$ cat src/rtl/muldiv_seq_if.sv
// Request/response bundle between the execute stage and the multi-cycle mul/div unit.
// Latency: n/a (wiring only); the unit answers WIDTH+2 cycles after start, or 1 cycle for special cases.
// Backpressure: none; the requester must watch busy and must not rely on start being queued.
//
// Signals:
//   start/funct3/op_a/op_b : operation request, sampled only while the unit is idle
//   flush                  : abort whatever is in flight
//   busy/done/result       : unit status, one-cycle completion pulse, registered result word
interface muldiv_seq_if #(
  parameter int WIDTH = 32
);
  logic             start;
  logic [2:0]       funct3;
  logic [WIDTH-1:0] op_a;
  logic [WIDTH-1:0] op_b;
  logic             flush;
  logic             busy;
  logic             done;
  logic [WIDTH-1:0] result;

  // Pipeline side: issues operations, observes status.
  modport master (
    output start, funct3, op_a, op_b, flush,
    input  busy, done, result
  );

  // Sequencer side.
  modport slave (
    input  start, funct3, op_a, op_b, flush,
    output busy, done, result
  );
endinterface

$ cat src/rtl/muldiv_seq.sv
// Iterative RV32M multiply/divide sequencer: radix-2 shift-add multiply, restoring divide.
// Latency: done at start+WIDTH+2 cycles; divide-by-zero and signed overflow finish at start+1.
// Backpressure: busy high while working; start outside IDLE is dropped, flush aborts to IDLE.
//
// Ports:
//   i_clk  : clock, all state on the rising edge
//   i_rst  : synchronous active-high reset, overrides flush and start
//   io_md  : muldiv_seq_if slave (start/funct3/op_a/op_b/flush in, busy/done/result out)
module muldiv_seq #(
  parameter int WIDTH = 32
) (
  input  logic         i_clk,
  input  logic         i_rst,
  muldiv_seq_if.slave  io_md
);

  localparam int CW = $clog2(WIDTH);

  typedef enum logic [1:0] {
    S_IDLE = 2'd0,
    S_CALC = 2'd1,
    S_FIX  = 2'd2,
    S_DONE = 2'd3
  } state_t;

  state_t             r_state;
  state_t             w_state_nxt;
  logic [CW-1:0]      r_cnt;
  logic [2:0]         r_op;
  logic               r_neg;
  logic [2*WIDTH-1:0] r_prod;     // {high accumulator, remaining multiplier bits}
  logic [WIDTH-1:0]   r_mcand;
  // The partial remainder is always below the divisor, so WIDTH bits hold it;
  // the WIDTH+1-bit shifted value only exists combinationally for the trial subtract.
  logic [WIDTH-1:0]   r_rem;
  logic [WIDTH-1:0]   r_quot;     // dividend bits shift out the top, quotient bits shift in
  logic [WIDTH-1:0]   r_divisor;
  logic [WIDTH-1:0]   r_result;

  // ---------------- request decode (IDLE) ----------------
  logic             w_signed_a;
  logic             w_signed_b;
  logic             w_a_neg;
  logic             w_b_neg;
  logic             w_sign;
  logic [WIDTH-1:0] w_mag_a;
  logic [WIDTH-1:0] w_mag_b;
  logic             w_div_zero;
  logic             w_ovf;
  logic             w_special;
  logic [WIDTH-1:0] w_special_res;

  always_comb begin
    w_signed_a = 1'b0;
    w_signed_b = 1'b0;
    case (io_md.funct3)
      3'b001, 3'b100, 3'b110: begin w_signed_a = 1'b1; w_signed_b = 1'b1; end
      3'b010:                 begin w_signed_a = 1'b1; end
      default:                ;
    endcase
  end

  assign w_a_neg = w_signed_a & io_md.op_a[WIDTH-1];
  assign w_b_neg = w_signed_b & io_md.op_b[WIDTH-1];
  assign w_mag_a = w_a_neg ? -io_md.op_a : io_md.op_a;
  assign w_mag_b = w_b_neg ? -io_md.op_b : io_md.op_b;
  // REM follows the dividend; every other signed op uses the XOR of operand signs.
  assign w_sign  = (io_md.funct3 == 3'b110) ? w_a_neg : (w_a_neg ^ w_b_neg);

  assign w_div_zero = io_md.funct3[2] && (io_md.op_b == '0);
  assign w_ovf      = io_md.funct3[2] && !io_md.funct3[0]
                      && (io_md.op_a == {1'b1, {(WIDTH-1){1'b0}}})
                      && (io_md.op_b == '1);
  assign w_special  = w_div_zero | w_ovf;
  // Overflow DIV returns the dividend itself (the most negative value), REM returns 0.
  assign w_special_res = w_div_zero ? (io_md.funct3[1] ? io_md.op_a : '1)
                                    : (io_md.funct3[1] ? '0 : io_md.op_a);

  // ---------------- one iteration (CALC) ----------------
  logic [WIDTH:0]     w_mul_sum;
  logic [2*WIDTH-1:0] w_prod_nxt;
  logic [WIDTH:0]     w_rem_sh;
  logic [WIDTH:0]     w_rem_diff;
  logic               w_q_bit;

  assign w_mul_sum  = {1'b0, r_prod[2*WIDTH-1:WIDTH]} + (r_prod[0] ? {1'b0, r_mcand} : '0);
  assign w_prod_nxt = {w_mul_sum, r_prod[WIDTH-1:1]};
  assign w_rem_sh   = {r_rem, r_quot[WIDTH-1]};
  assign w_rem_diff = w_rem_sh - {1'b0, r_divisor};
  assign w_q_bit    = ~w_rem_diff[WIDTH];

  // ---------------- sign fix and word select (FIX) ----------------
  logic [2*WIDTH-1:0] w_prod_fix;
  logic [WIDTH-1:0]   w_quot_fix;
  logic [WIDTH-1:0]   w_rem_fix;
  logic [WIDTH-1:0]   w_fix_res;

  assign w_prod_fix = r_neg ? -r_prod : r_prod;
  assign w_quot_fix = r_neg ? -r_quot : r_quot;
  assign w_rem_fix  = r_neg ? -r_rem  : r_rem;

  always_comb begin
    w_fix_res = w_prod_fix[2*WIDTH-1:WIDTH];
    case (r_op)
      3'b000:         w_fix_res = w_prod_fix[WIDTH-1:0];
      3'b100, 3'b101: w_fix_res = w_quot_fix;
      3'b110, 3'b111: w_fix_res = w_rem_fix;
      default:        w_fix_res = w_prod_fix[2*WIDTH-1:WIDTH];
    endcase
  end

  // ---------------- FSM ----------------
  always_comb begin
    w_state_nxt = r_state;
    case (r_state)
      S_IDLE: if (io_md.start) w_state_nxt = w_special ? S_DONE : S_CALC;
      S_CALC: if (r_cnt == CW'(WIDTH-1)) w_state_nxt = S_FIX;
      S_FIX:  w_state_nxt = S_DONE;
      S_DONE: w_state_nxt = S_IDLE;
      default: w_state_nxt = S_IDLE;
    endcase
    if (io_md.flush) w_state_nxt = S_IDLE;
  end

  always_ff @(posedge i_clk) begin
    if (i_rst) begin
      r_state   <= S_IDLE;
      r_cnt     <= '0;
      r_op      <= '0;
      r_neg     <= 1'b0;
      r_prod    <= '0;
      r_mcand   <= '0;
      r_rem     <= '0;
      r_quot    <= '0;
      r_divisor <= '0;
      r_result  <= '0;
    end else begin
      r_state <= w_state_nxt;
      // Datapath only advances when not flushed, so a flush leaves result untouched.
      if (!io_md.flush) begin
        case (r_state)
          S_IDLE: begin
            if (io_md.start) begin
              r_op      <= io_md.funct3;
              r_neg     <= w_sign;
              r_cnt     <= '0;
              r_prod    <= {{WIDTH{1'b0}}, w_mag_b};
              r_mcand   <= w_mag_a;
              r_rem     <= '0;
              r_quot    <= w_mag_a;
              r_divisor <= w_mag_b;
              if (w_special) r_result <= w_special_res;
            end
          end
          S_CALC: begin
            r_cnt <= r_cnt + CW'(1);
            if (r_op[2]) begin
              r_rem  <= w_q_bit ? w_rem_diff[WIDTH-1:0] : w_rem_sh[WIDTH-1:0];
              r_quot <= {r_quot[WIDTH-2:0], w_q_bit};
            end else begin
              r_prod <= w_prod_nxt;
            end
          end
          S_FIX: r_result <= w_fix_res;
          default: ;
        endcase
      end
    end
  end

  assign io_md.busy   = (r_state != S_IDLE);
  assign io_md.done   = (r_state == S_DONE);
  assign io_md.result = r_result;

endmodule
$ cat src/flat_wrapper.sv
// flat-port wrapper written by rule: the top's interface ports become plain ports
module muldiv_seq_flat 
#(
  parameter int WIDTH = 32
)
  (i_clk, i_rst, io_md_start, io_md_funct3, io_md_op_a, io_md_op_b, io_md_flush, io_md_busy, io_md_done, io_md_result);
  muldiv_seq_if #(.WIDTH(WIDTH)) io_md_i ();
  input  logic i_clk;
  input  logic i_rst;
  input wire logic [$bits(io_md_i.start)-1:0] io_md_start;
  input wire logic [$bits(io_md_i.funct3)-1:0] io_md_funct3;
  input wire logic [$bits(io_md_i.op_a)-1:0] io_md_op_a;
  input wire logic [$bits(io_md_i.op_b)-1:0] io_md_op_b;
  input wire logic [$bits(io_md_i.flush)-1:0] io_md_flush;
  output wire logic [$bits(io_md_i.busy)-1:0] io_md_busy;
  output wire logic [$bits(io_md_i.done)-1:0] io_md_done;
  output wire logic [$bits(io_md_i.result)-1:0] io_md_result;
  assign io_md_i.start = io_md_start;
  assign io_md_i.funct3 = io_md_funct3;
  assign io_md_i.op_a = io_md_op_a;
  assign io_md_i.op_b = io_md_op_b;
  assign io_md_i.flush = io_md_flush;
  assign io_md_busy = io_md_i.busy;
  assign io_md_done = io_md_i.done;
  assign io_md_result = io_md_i.result;
  muldiv_seq #(.WIDTH(WIDTH)) u_core (.i_clk(i_clk), .i_rst(i_rst), .io_md(io_md_i));
endmodule
$ cat config.mk
export PLATFORM = sky130hd
export DESIGN_NAME = muldiv_seq_flat
export DESIGN_NICKNAME = d
export VERILOG_FILES = /design/src/rtl/muldiv_seq_if.sv /design/src/rtl/muldiv_seq.sv /design/src/flat_wrapper.sv
export SDC_FILE = /design/constraint.sdc
export NUM_CORES = 1
export LEC_CHECK = 0
export ABC_AREA = 0
export BUFFER_PORTS_ARGS = -buffer_cell sky130_fd_sc_hd__buf_4
export CAP_MARGIN = 10
export CORE_ASPECT_RATIO = 1.25
export CORE_MARGIN = 2
export CORE_UTILIZATION = 45
export CTS_CLUSTER_SIZE = 8
export DETAILED_ROUTE_END_ITERATION = 12
export GPL_TIMING_DRIVEN = 0
export SLEW_MARGIN = 40
export SYNTH_ARGS = -nofsm -noshare
export SYNTH_HDL_FRONTEND = slang
export SYNTH_SLANG_ARGS = --single-unit
$ cat constraint.sdc
create_clock -name i_clk -period 3.6 [get_ports i_clk]
set_input_delay 0.54 -clock i_clk [delete_from_list [all_inputs] [get_ports i_clk]]
set_output_delay 0.54 -clock i_clk [all_outputs]
set_load 0.02 [all_outputs]
Word-level counts from Yosys, hierarchy flattened. Cells that the tools add are included.

Word-level logic and storage cells: 97. Bits in registers: 235. Output and inout port bits: 34. Input bits: 71.

$add $sub $neg: 8. Bitwise operators: 6. Reductions and logical operators: 22. Equal/unequal tests: 19. Muxes and demuxes: 32.

Operators with widths (count): $mux 32 (15); $mux 64 (3); $pmux 32 s2 (3); $neg 32->32 (4); $pmux 64 s2 (1); $pmux 32 s3 (1); $eq 32x32->1 const B (2); $neg 64->64 (1); $add 32x33->33 (1); $sub 33x32->33 (1); $logic_not 32->1 (1); $eq 3x3->1 const B (6); $reduce_and 4->1 (3); $pmux 5 s2 (1); $pmux 2 s4 (1); $mux 2 (3); $ne 2x1->1 const B (3); $reduce_and 3->1 (2); $reduce_bool 2->1 (3); $reduce_or 2->1 (3); $add 5x1->5 const B (1); $eq 5x5->1 const B (1); $mux 5 (1); $eq 2x2->1 const B (2); 16 further kinds (24).

Longest topological paths before layout. Gate-level depths: netlist of run 1.

Depth in word-level cells: 8. Depth in mapped cells: 15. Depth with buffers taken out: 13.

Least setup slack after synthesis of run 1. No wires, ideal clock.

Path kind: flip-flop to flip-flop. From: register u_core.r_prod[0]. To: register u_core.r_prod[57]. Required time: 3483 ps. Data arrival time: 3197 ps. Buffers on the path: 2. Cell stages (with the launch flop): 16. Path slack: 286 ps. Clock period less this slack: 3314 ps. Setup time: 117 ps. Cells stage by stage: dfxtp_1 clkbuf_1 clkbuf_1 and2_1 ha_1 inv_1 fa_1 nor2b_1 o21a_1 o21ai_0 a21oi_1 o31ai_1 a2111o_1 a211oi_1 o21ai_0 a32o_1.

Cells in the longest elaborated chain, start to end: 4.

RTL lines: start: declaration (RTL line muldiv_seq.sv:31) `logic [2*WIDTH-1:0] r_prod;`; start signal: assignment (RTL line muldiv_seq.sv:147) `r_prod <= {{WIDTH{1'b0}}, w_mag_b};`; start signal: assignment (RTL line muldiv_seq.sv:161) `r_prod <= w_prod_nxt;`; $mux 32 (RTL line muldiv_seq.sv:86) `assign w_mul_sum = {1'b0, r_prod[2*WIDTH-1:WIDTH]} + (r_prod[0] ? {1'b0, r_mcand} : '0);`; $add 32x33->33 (RTL line muldiv_seq.sv:86); $mux 64 (RTL line muldiv_seq.sv:157) `if (r_op[2]) begin`; $pmux 64 s2 (RTL line muldiv_seq.sv:141) `case (r_state)`.

Every way passes these cells. The select of a mux whose other input is x is not followed. A chain may end at the register's enable or synchronous reset.

Worst setup path after layout of run 1.
From: register u_core.r_quot[2]. To: register u_core.r_result[29], in the netlist u_core.io_md.result[29].

Cells in the longest elaborated chain, start to end: 4.

RTL lines: start: declaration (RTL line muldiv_seq.sv:36) `logic [WIDTH-1:0] r_quot;`; start signal: assignment (RTL line muldiv_seq.sv:150) `r_quot <= w_mag_a;`; start signal: assignment (RTL line muldiv_seq.sv:159) `r_quot <= {r_quot[WIDTH-2:0], w_q_bit};`; $neg 32->32 (RTL line muldiv_seq.sv:99) `assign w_quot_fix = r_neg ? -r_quot : r_quot;`; $mux 32 (RTL line muldiv_seq.sv:99); $pmux 32 s3 (RTL line muldiv_seq.sv:104) `case (r_op)`; $pmux 32 s2 (RTL line muldiv_seq.sv:141); end signal: assignment (RTL line muldiv_seq.sv:152) `if (w_special) r_result <= w_special_res;`; end signal: assignment (RTL line muldiv_seq.sv:164) `S_FIX: r_result <= w_fix_res;`; end: declaration (RTL line muldiv_seq.sv:38) `logic [WIDTH-1:0] r_result;`.

Every way passes these cells.

==> run metrics, run 1 <==
clock transition at the register clock pins on the worst setup and hold paths after CTS 0.06 ns; met3 global-route usage 0.0849; register area share after synthesis 0.255; Final Worst Setup Slack -0.0271 ns; placeable core region 40800 um2; die area 42700 um2; Top FF cell, synth sky130_fd_sc_hd__dfxtp_1; Crit Path Category flip-flop to flip-flop; maximum ir drop on the vdd rail 0.000275 V; post-synthesis average cell area 7.39 um2; Post-Route WL 91600 um; global-route wire length before repair 131000 um; utilization after layout 0.524; net count after synthesis 2649; clock latency at the later pin of the worst-skew pair 0.54 ns; TritonCTS Buffers 35; max-slew violations 0; vias in the first global route 20100; residual DRC count 0; warning count from the yosys run 0; synthesized instance count 2500; top cell type by total area after synthesis sky130_fd_sc_hd__dfxtp_1; classification of the worst-slack hold path input port to flip-flop; Netlist Area Pre-Place 18500 um2; filler cell count 4066; kind of launch point of the worst setup path flip-flop; x dimension of the die 185 um; y dimension of the die 231 um; combined global-route utilization of all metal layers 0.424; Worst Setup Slack post-DPL -0.880 ns; Placer Congestion 1.08; failing checks setup timing; Crit Reg-Reg Startpoint u_core.r_quot[2]; Worst Hold End u_core.r_state[0]; maximum clock frequency 276 MHz; Final Critical Period 3.63 ns; fraction of synthesized cell area taken by the top area cell type 0.255; maximum clock insertion buffer count 3; TritonCTS sink count 235; final layout net count 2798; distinct cell type count of the synthesized netlist 83; switching power share of the total 0.354; overall via count from detail_route 20700; Synth async-reset ratio 0; number of maximum-capacitance constraint violations 0; Hold Startpoint io_md_flush; top-count cell post-synth sky130_fd_sc_hd__nand2_1; peak-usage layer in the global routing report met2; CTS tree yes; number of iterations in the first detailed-routing pass 5; post-synthesis sequential element count 235; combinational cell fraction of total power 0.264; relative contribution of the clock network to total power 0.378; largest net degree at the start of global routing 11; Row Count 83; final-report hold violation count 0; Tightest Pin Transition 0.918 ns; count of buffers inserted at the top-level ports 103; root buffer selected by CTS sky130_fd_sc_hd__clkbuf_16; hold path cells 2; Relative slew margins 0.383; result of the run finished with violations; number of enable-type register cells in the synthesized netlist 0; initial detailed-routing violation count 2027; met2 Usage GRT 0.648; Post-DRT Antenna Nets 0; leakage power summed over all cells 8.05 nW; area added between synthesis and finish 15.8%; top cells by count, synth 334 x sky130_fd_sc_hd__nand2_1, 235 x sky130_fd_sc_hd__dfxtp_1, 212 x sky130_fd_sc_hd__nor2_1; initial antenna violation count 7; GRT overflow 0; internal power consumption 5.20 mW; critical path capture point type flip-flop; final cell count without fillers 3210; switching power total 2.85 mW; data required time at the worst endpoint 4.01 ns; cells on worst reg2reg path 10; share of layout cells above drive strength 1 0.103; Routed wire per std cell 28.5 um; I/O pin count 105; number of setup violations in the final report 1; register-to-register setup slack -0.03 ns; power density of the placed cells 376 nW/um2; main area contributors after synthesis sky130_fd_sc_hd__dfxtp_1 25%, sky130_fd_sc_hd__nand2_1 6.8%, sky130_fd_sc_hd__xor2_1 5.4%; Final Skew 0.0300 ns; worst hold slack across all endpoints 0.250 ns; Final Cycle Share 1.01; Sequential cell area 4710 um2; overall power of the completed layout 8.05 mW; met1 demand-to-capacity share in global routing 0.480; area of the multi-input gates 13100 um2; proportion of power drawn by flip-flops and latches 0.358; top fanout value on the critical path 8; vias per std cell 6.45; HPWL after detailed placement 72600 um; maximum level of the CTS H-tree 2; initial standard-cell utilization of the core 0.453; count of placed standard cells including taps 3156; worst flop-to-flop path endpoint u_core.io_md.result[29]; Worst EP arrival 4.03 ns
final cells by class:
class | count | share of cell area
Clock buffer | 39 | 0.0436
Antenna cell | 5 | 0.000585
Tap cell | 552 | 0.0323
Inverter | 76 | 0.0133
Sequential cell | 235 | 0.220
Timing Repair Buffer | 119 | 0.0417
Clock inverter | 2 | 0.00117
Multi-Input combinational cell | 2012 | 0.614
Buffer | 170 | 0.0335
power by group through the flow:
stage               sequential [mW]  clock, mW  combinational (mW)
finish                         2.88       3.04                2.12
global route                   2.89       3.15                2.23
CTS                            2.87       3.07                1.99
detailed placement             2.91          0                1.95
global placement               2.90          0                1.94
floorplan                      2.85          0                1.19
cells by family (layout without fill, tap and decap cells):
group	count (synthesis)	in the layout	share of synthesized area
muxes	56	56	0.0308
DFF	235	235	0.255
and+or+nand+nor	882	882	0.227
AOI/OAI and AO/OA	765	765	0.268
other	0	5	0
xor gates and xnor gates	208	208	0.0990
buffers and inverters	253	406	0.0541
adders and majority gates	101	101	0.0661
placed cells by master (no fill, tap or decap), types with 28 or more instances in the layout:
| cell type | instances |
|---|---|
| sky130_fd_sc_hd__nand4_1 | 28 |
| sky130_fd_sc_hd__nor3_1 | 48 |
| sky130_fd_sc_hd__o31ai_1 | 42 |
| sky130_fd_sc_hd__nand2_1 | 334 |
| sky130_fd_sc_hd__xnor2_1 | 94 |
| sky130_fd_sc_hd__o41ai_1 | 29 |
| sky130_fd_sc_hd__clkbuf_1 | 119 |
| sky130_fd_sc_hd__buf_4 | 120 |
| sky130_fd_sc_hd__dfxtp_1 | 234 |
| sky130_fd_sc_hd__a211oi_1 | 74 |
| sky130_fd_sc_hd__ha_1 | 76 |
| sky130_fd_sc_hd__a21o_1 | 29 |
| sky130_fd_sc_hd__inv_1 | 73 |
| sky130_fd_sc_hd__a21oi_1 | 182 |
| sky130_fd_sc_hd__or3_1 | 38 |
| sky130_fd_sc_hd__nand3_1 | 32 |
| sky130_fd_sc_hd__and2_1 | 38 |
| sky130_fd_sc_hd__nor2_1 | 211 |
| sky130_fd_sc_hd__o211ai_1 | 52 |
| sky130_fd_sc_hd__mux2i_1 | 48 |
| sky130_fd_sc_hd__xor2_1 | 111 |
| sky130_fd_sc_hd__o21ai_0 | 175 |
| sky130_fd_sc_hd__clkbuf_16 | 36 |
metrics by stage:
step	cell area, um2	setup TNS (ns)
CTS	21100	0
finish	21400	-0.0271
global placement	19900	-27.49
floorplan	18500	0
global route	21400	-0.201
detailed placement	20000	-27.77
how the worst max path moves through the flow:
| stage | startpoint | end | slack (ns) | cells after the start |
|---|---|---|---|---|
| 2_1_floorplan | u_core.r_prod[0] | u_core.r_prod[57] | 0.29 | 15 |
| 3_3_place_gp | io_md_op_a[31] | u_core.io_md.result[25] | -1.10 | 10 |
| 3_5_place_dp | io_md_op_a[31] | u_core.io_md.result[25] | -0.88 | 10 |
| 4_1_cts | u_core.r_quot[2] | u_core.io_md.result[19] | 0.002 | 11 |
| 5_1_grt | u_core.r_quot[31] | u_core.r_rem[9] | -0.06 | 14 |
| 6_report | u_core.r_quot[2] | u_core.io_md.result[29] | -0.03 | 10 |
timing repair:
action | in CTS | in global routing
hold buffers | 0 | 0
gates resized for setup | 30 | 44
setup endpoints to repair | 82 | 97
setup buffers | 6 | 8
pin swaps | 8 | 16
endpoints found under the hold margin | 0 | 0
registers in the layout, indices dropped and copies added, names as in the netlist:
name and flops:
u_core.io_md.result 32, u_core.r_cnt 5, u_core.r_divisor 32, u_core.r_mcand 32
u_core.r_neg 1, u_core.r_op 3, u_core.r_prod 64, u_core.r_quot 32
u_core.r_rem 32, u_core.r_state 2
worst max-delay path: stages, from the launching register on:
cell	delay [ns]
sky130_fd_sc_hd__dfxtp_1	0.30
sky130_fd_sc_hd__buf_6	0.13
sky130_fd_sc_hd__or4_4	0.54
sky130_fd_sc_hd__or4_4	0.45
sky130_fd_sc_hd__or3_4	0.42
sky130_fd_sc_hd__o31ai_4	0.22
sky130_fd_sc_hd__xnor2_1	0.13
sky130_fd_sc_hd__o211ai_1	0.61
sky130_fd_sc_hd__o221a_2	0.43
sky130_fd_sc_hd__a211o_1	0.18
sky130_fd_sc_hd__a21oi_1	0.07
layer usage:
| metal | up-vias | share of wire |
|---|---|---|
| met5 | - | 0.00014 |
| met2 | 1142 | 0.44 |
| met1 | 9785 | 0.36 |
| met3 | 388 | 0.080 |
| li1 | 9384 | - |
| met4 | 2 | 0.12 |
(Power assumes the default switching activity.)
==> run 2, diff against run 1 <==
GPL_TIMING_DRIVEN = unset   (was 0)
MAX_ROUTING_LAYER = met4   (was unset)
==> run 2 against run 1 <==
The flow now finishes without violations. Clock skew up 0.0027 ns. Critical path depth up 1. Global-route usage down 3.9 points. Die area unchanged. Critical path type unchanged. Critical endpoint is now u_core.io_md.result[8]. Highest routed layer is now met4.
==> run metrics, run 2 (synthesis results as in run 1) <==
top fanout value on the critical path 4 (-4); vias in the first global route 19000 (-5.4%); GRT overflow 0 (unchanged); I/O pin count 105 (unchanged); number of buffers inserted by post-CTS setup repair 0 (-6); global-route wire length before repair 120000 um (-8.8%); unrepaired setup endpoints after global routing false; placed instance area 20500 um2 (+2.9%); die area 42700 um2 (unchanged); combined global-route utilization of all metal layers 0.385 (-0.0393); final layout net count 2770 (-1.0%); hold path cells 2 (unchanged); Sequential cell area 4710 um2 (about the same); TritonCTS Buffers 35 (unchanged); area of the multi-input gates 12900 um2 (-2.0%); initial standard-cell utilization of the core 0.453 (unchanged); Row Count 83 (unchanged); leakage power summed over all cells 8.39 nW (+4.2%); root buffer selected by CTS sky130_fd_sc_hd__clkbuf_16; count of placed standard cells including taps 3136 (-0.63%); critical path capture point type flip-flop; x dimension of the die 185 um (unchanged); final-report hold violation count 0 (unchanged); register ranked first by flip-flop count u_core.r_prod; worst hold slack across all endpoints 0.264 ns (+0.0144 ns); switching power share of the total 0.345 (-0.00884); slowest stage delay, CP 0.65 ns (+0.04 ns); Worst Setup Slack post-DPL -0.245 ns (+0.635 ns); filler cell count 4049 (-0.42%); Crit Path Category flip-flop to flip-flop; largest net degree at the start of global routing 98 (+87); utilization after layout 0.527 (+0.00322); kind of launch point of the worst setup path flip-flop; CTS tree yes; Post-Route WL 80600 um (-12%); most frequent cells in the layout 334 x sky130_fd_sc_hd__nand2_1, 252 x sky130_fd_sc_hd__buf_4, 233 x sky130_fd_sc_hd__dfxtp_1, 210 x sky130_fd_sc_hd__nor2_1, 182 x sky130_fd_sc_hd__a21oi_1; overall via count from detail_route 19900 (-3.6%); Final Skew 0.0327 ns (+0.00266 ns); count of buffers inserted at the top-level ports 104 (+0.97%); Relative slew margins 0.418 (+0.0351); HPWL after detailed placement 61900 um (-15%); number of iterations in the first detailed-routing pass 6 (+1); cell at the slowest stage of the critical path sky130_fd_sc_hd__or4_1; hold bufs inserted after CTS 0 (unchanged); critical-path cell list or4_1, nor4_2, nand4_2, buf_4, nor4_1, mux2_2, a2111oi_0, buf_4, nor3_1, a21oi_1, nor2_1; TritonCTS sink count 235 (unchanged); cell with the most instances on the worst path sky130_fd_sc_hd__buf_4; maximum ir drop on the vdd rail 0.000290 V (+5.2%); count of cells resized by post-cts repair 0 (-100%); Final Cycle Share 0.982 (-0.0251); Final Critical Period 3.54 ns (-0.0904 ns); clock transition at the register clock pins on the worst setup and hold paths after CTS 0.05 ns (about the same); proportion of power drawn by flip-flops and latches 0.361 (+0.003); initial antenna violation count 1 (-6); data required time at the worst endpoint 3.99 ns (-0.02 ns); maximum clock insertion buffer count 3 (unchanged); leading cell type in the layout, fill and taps excluded sky130_fd_sc_hd__nand2_1; result of the run completed; y dimension of the die 231 um (unchanged); final sum of negative setup slack 0 ns (+0.0271 ns); overall power of the completed layout 7.95 mW (-1.3%); number of maximum-capacitance constraint violations 0 (unchanged); switching power total 2.75 mW (-3.7%); share of layout cells above drive strength 1 0.134 (+0.0315); residual DRC count 0 (unchanged); Routed wire per std cell 25.3 um (-11%); combinational cell fraction of total power 0.259 (-0.005); maximum clock frequency 283 MHz (+2.6%); vias per std cell 6.27 (-2.7%); Largest register FFs 64 (unchanged); final cell count without fillers 3180 (-0.93%); Worst EP arrival 3.93 ns (-0.10 ns); placeable core region 40800 um2 (unchanged); clock latency at the later pin of the worst-skew pair 0.55 ns (about the same); cell area after layout 21500 um2 (+0.61%); Placer Congestion 1.01 (-6.8%); Final Worst Setup Slack 0.0632 ns (+0.0904 ns); initial detailed-routing violation count 1801 (-11%); relative contribution of the clock network to total power 0.380 (+0.002); number of setup violations in the final report 0 (-1); cells on worst reg2reg path 11 (+1); internal power consumption 5.20 mW (about the same); area added between synthesis and finish 16.5%; max-slew violations 0 (unchanged); Post-DRT Antenna Nets 0 (unchanged); classification of the worst-slack hold path input port to flip-flop; power density of the placed cells 369 nW/um2 (-1.9%); maximum level of the CTS H-tree 2 (unchanged); Tightest Pin Transition 0.870 ns (-0.0476 ns)
run 2: cell types whose count changed in the layout (fill, tap and decap cells not counted), moves of 4 or more:
cell	delta
sky130_fd_sc_hd__a211oi_1	+4
sky130_fd_sc_hd__a211oi_2	-4
sky130_fd_sc_hd__buf_1	-15
sky130_fd_sc_hd__buf_12	+5
sky130_fd_sc_hd__buf_2	-13
sky130_fd_sc_hd__buf_4	+132
sky130_fd_sc_hd__clkbuf_1	-115
sky130_fd_sc_hd__clkbuf_2	-18
sky130_fd_sc_hd__diode_2	-4
sky130_fd_sc_hd__nor4_1	+6
sky130_fd_sc_hd__nor4_4	-4
run 2: worst max-delay path, delay by kind of cell, from the launching register on:
family | cells | cell delay (ns)
DFF | 1 | 0.30
AOI/OAI and AO/OA | 2 | 0.68
muxes | 1 | 0.46
and+or+nand+nor | 6 | 1.56
buffers and inverters | 2 | 0.41
run 2: final timing paths:
check	slack, ns	startpoint	endpoint
worst max-delay path	0.06	u_core.r_prod[18]	u_core.io_md.result[8]
worst min-delay path	0.26	io_md_flush	u_core.r_state[1]
worst max register to register	0.06	u_core.r_prod[18]	u_core.io_md.result[8]
worst min register to register	0.46	u_core.io_md.result[4]	u_core.io_md.result[4]
run 2: layer usage:
metal	share of wire	GRT usage	vias to the layer above
li1	-	-	9329
met1	0.39	0.457	9447
met2	0.44	0.587	923
met3	0.072	0.0560	247
met4	0.091	0.289	0
met5	0	-	-
run 2: cell type report:
cell class / count / share of cell area
multi-input combinational: 2012 / 0.598
sequential: 235 / 0.219
timing repair buffer: 261 / 0.0947
clock buffer: 40 / 0.0420
tap: 552 / 0.0321
inverter: 76 / 0.0133
clock inverter: 3 / 0.00122
antenna: 1 / 0.000116
run 2: power groups by stage:
stage	clock network, mW	registers [mW]	logic [mW]
final	3.02	2.86	2.06
after floorplan	0	2.85	1.19
after global routing	3.16	2.87	2.19
after CTS	3.04	2.86	2.01
after global placement	0	2.91	1.99
after detailed placement	0	2.91	2.00
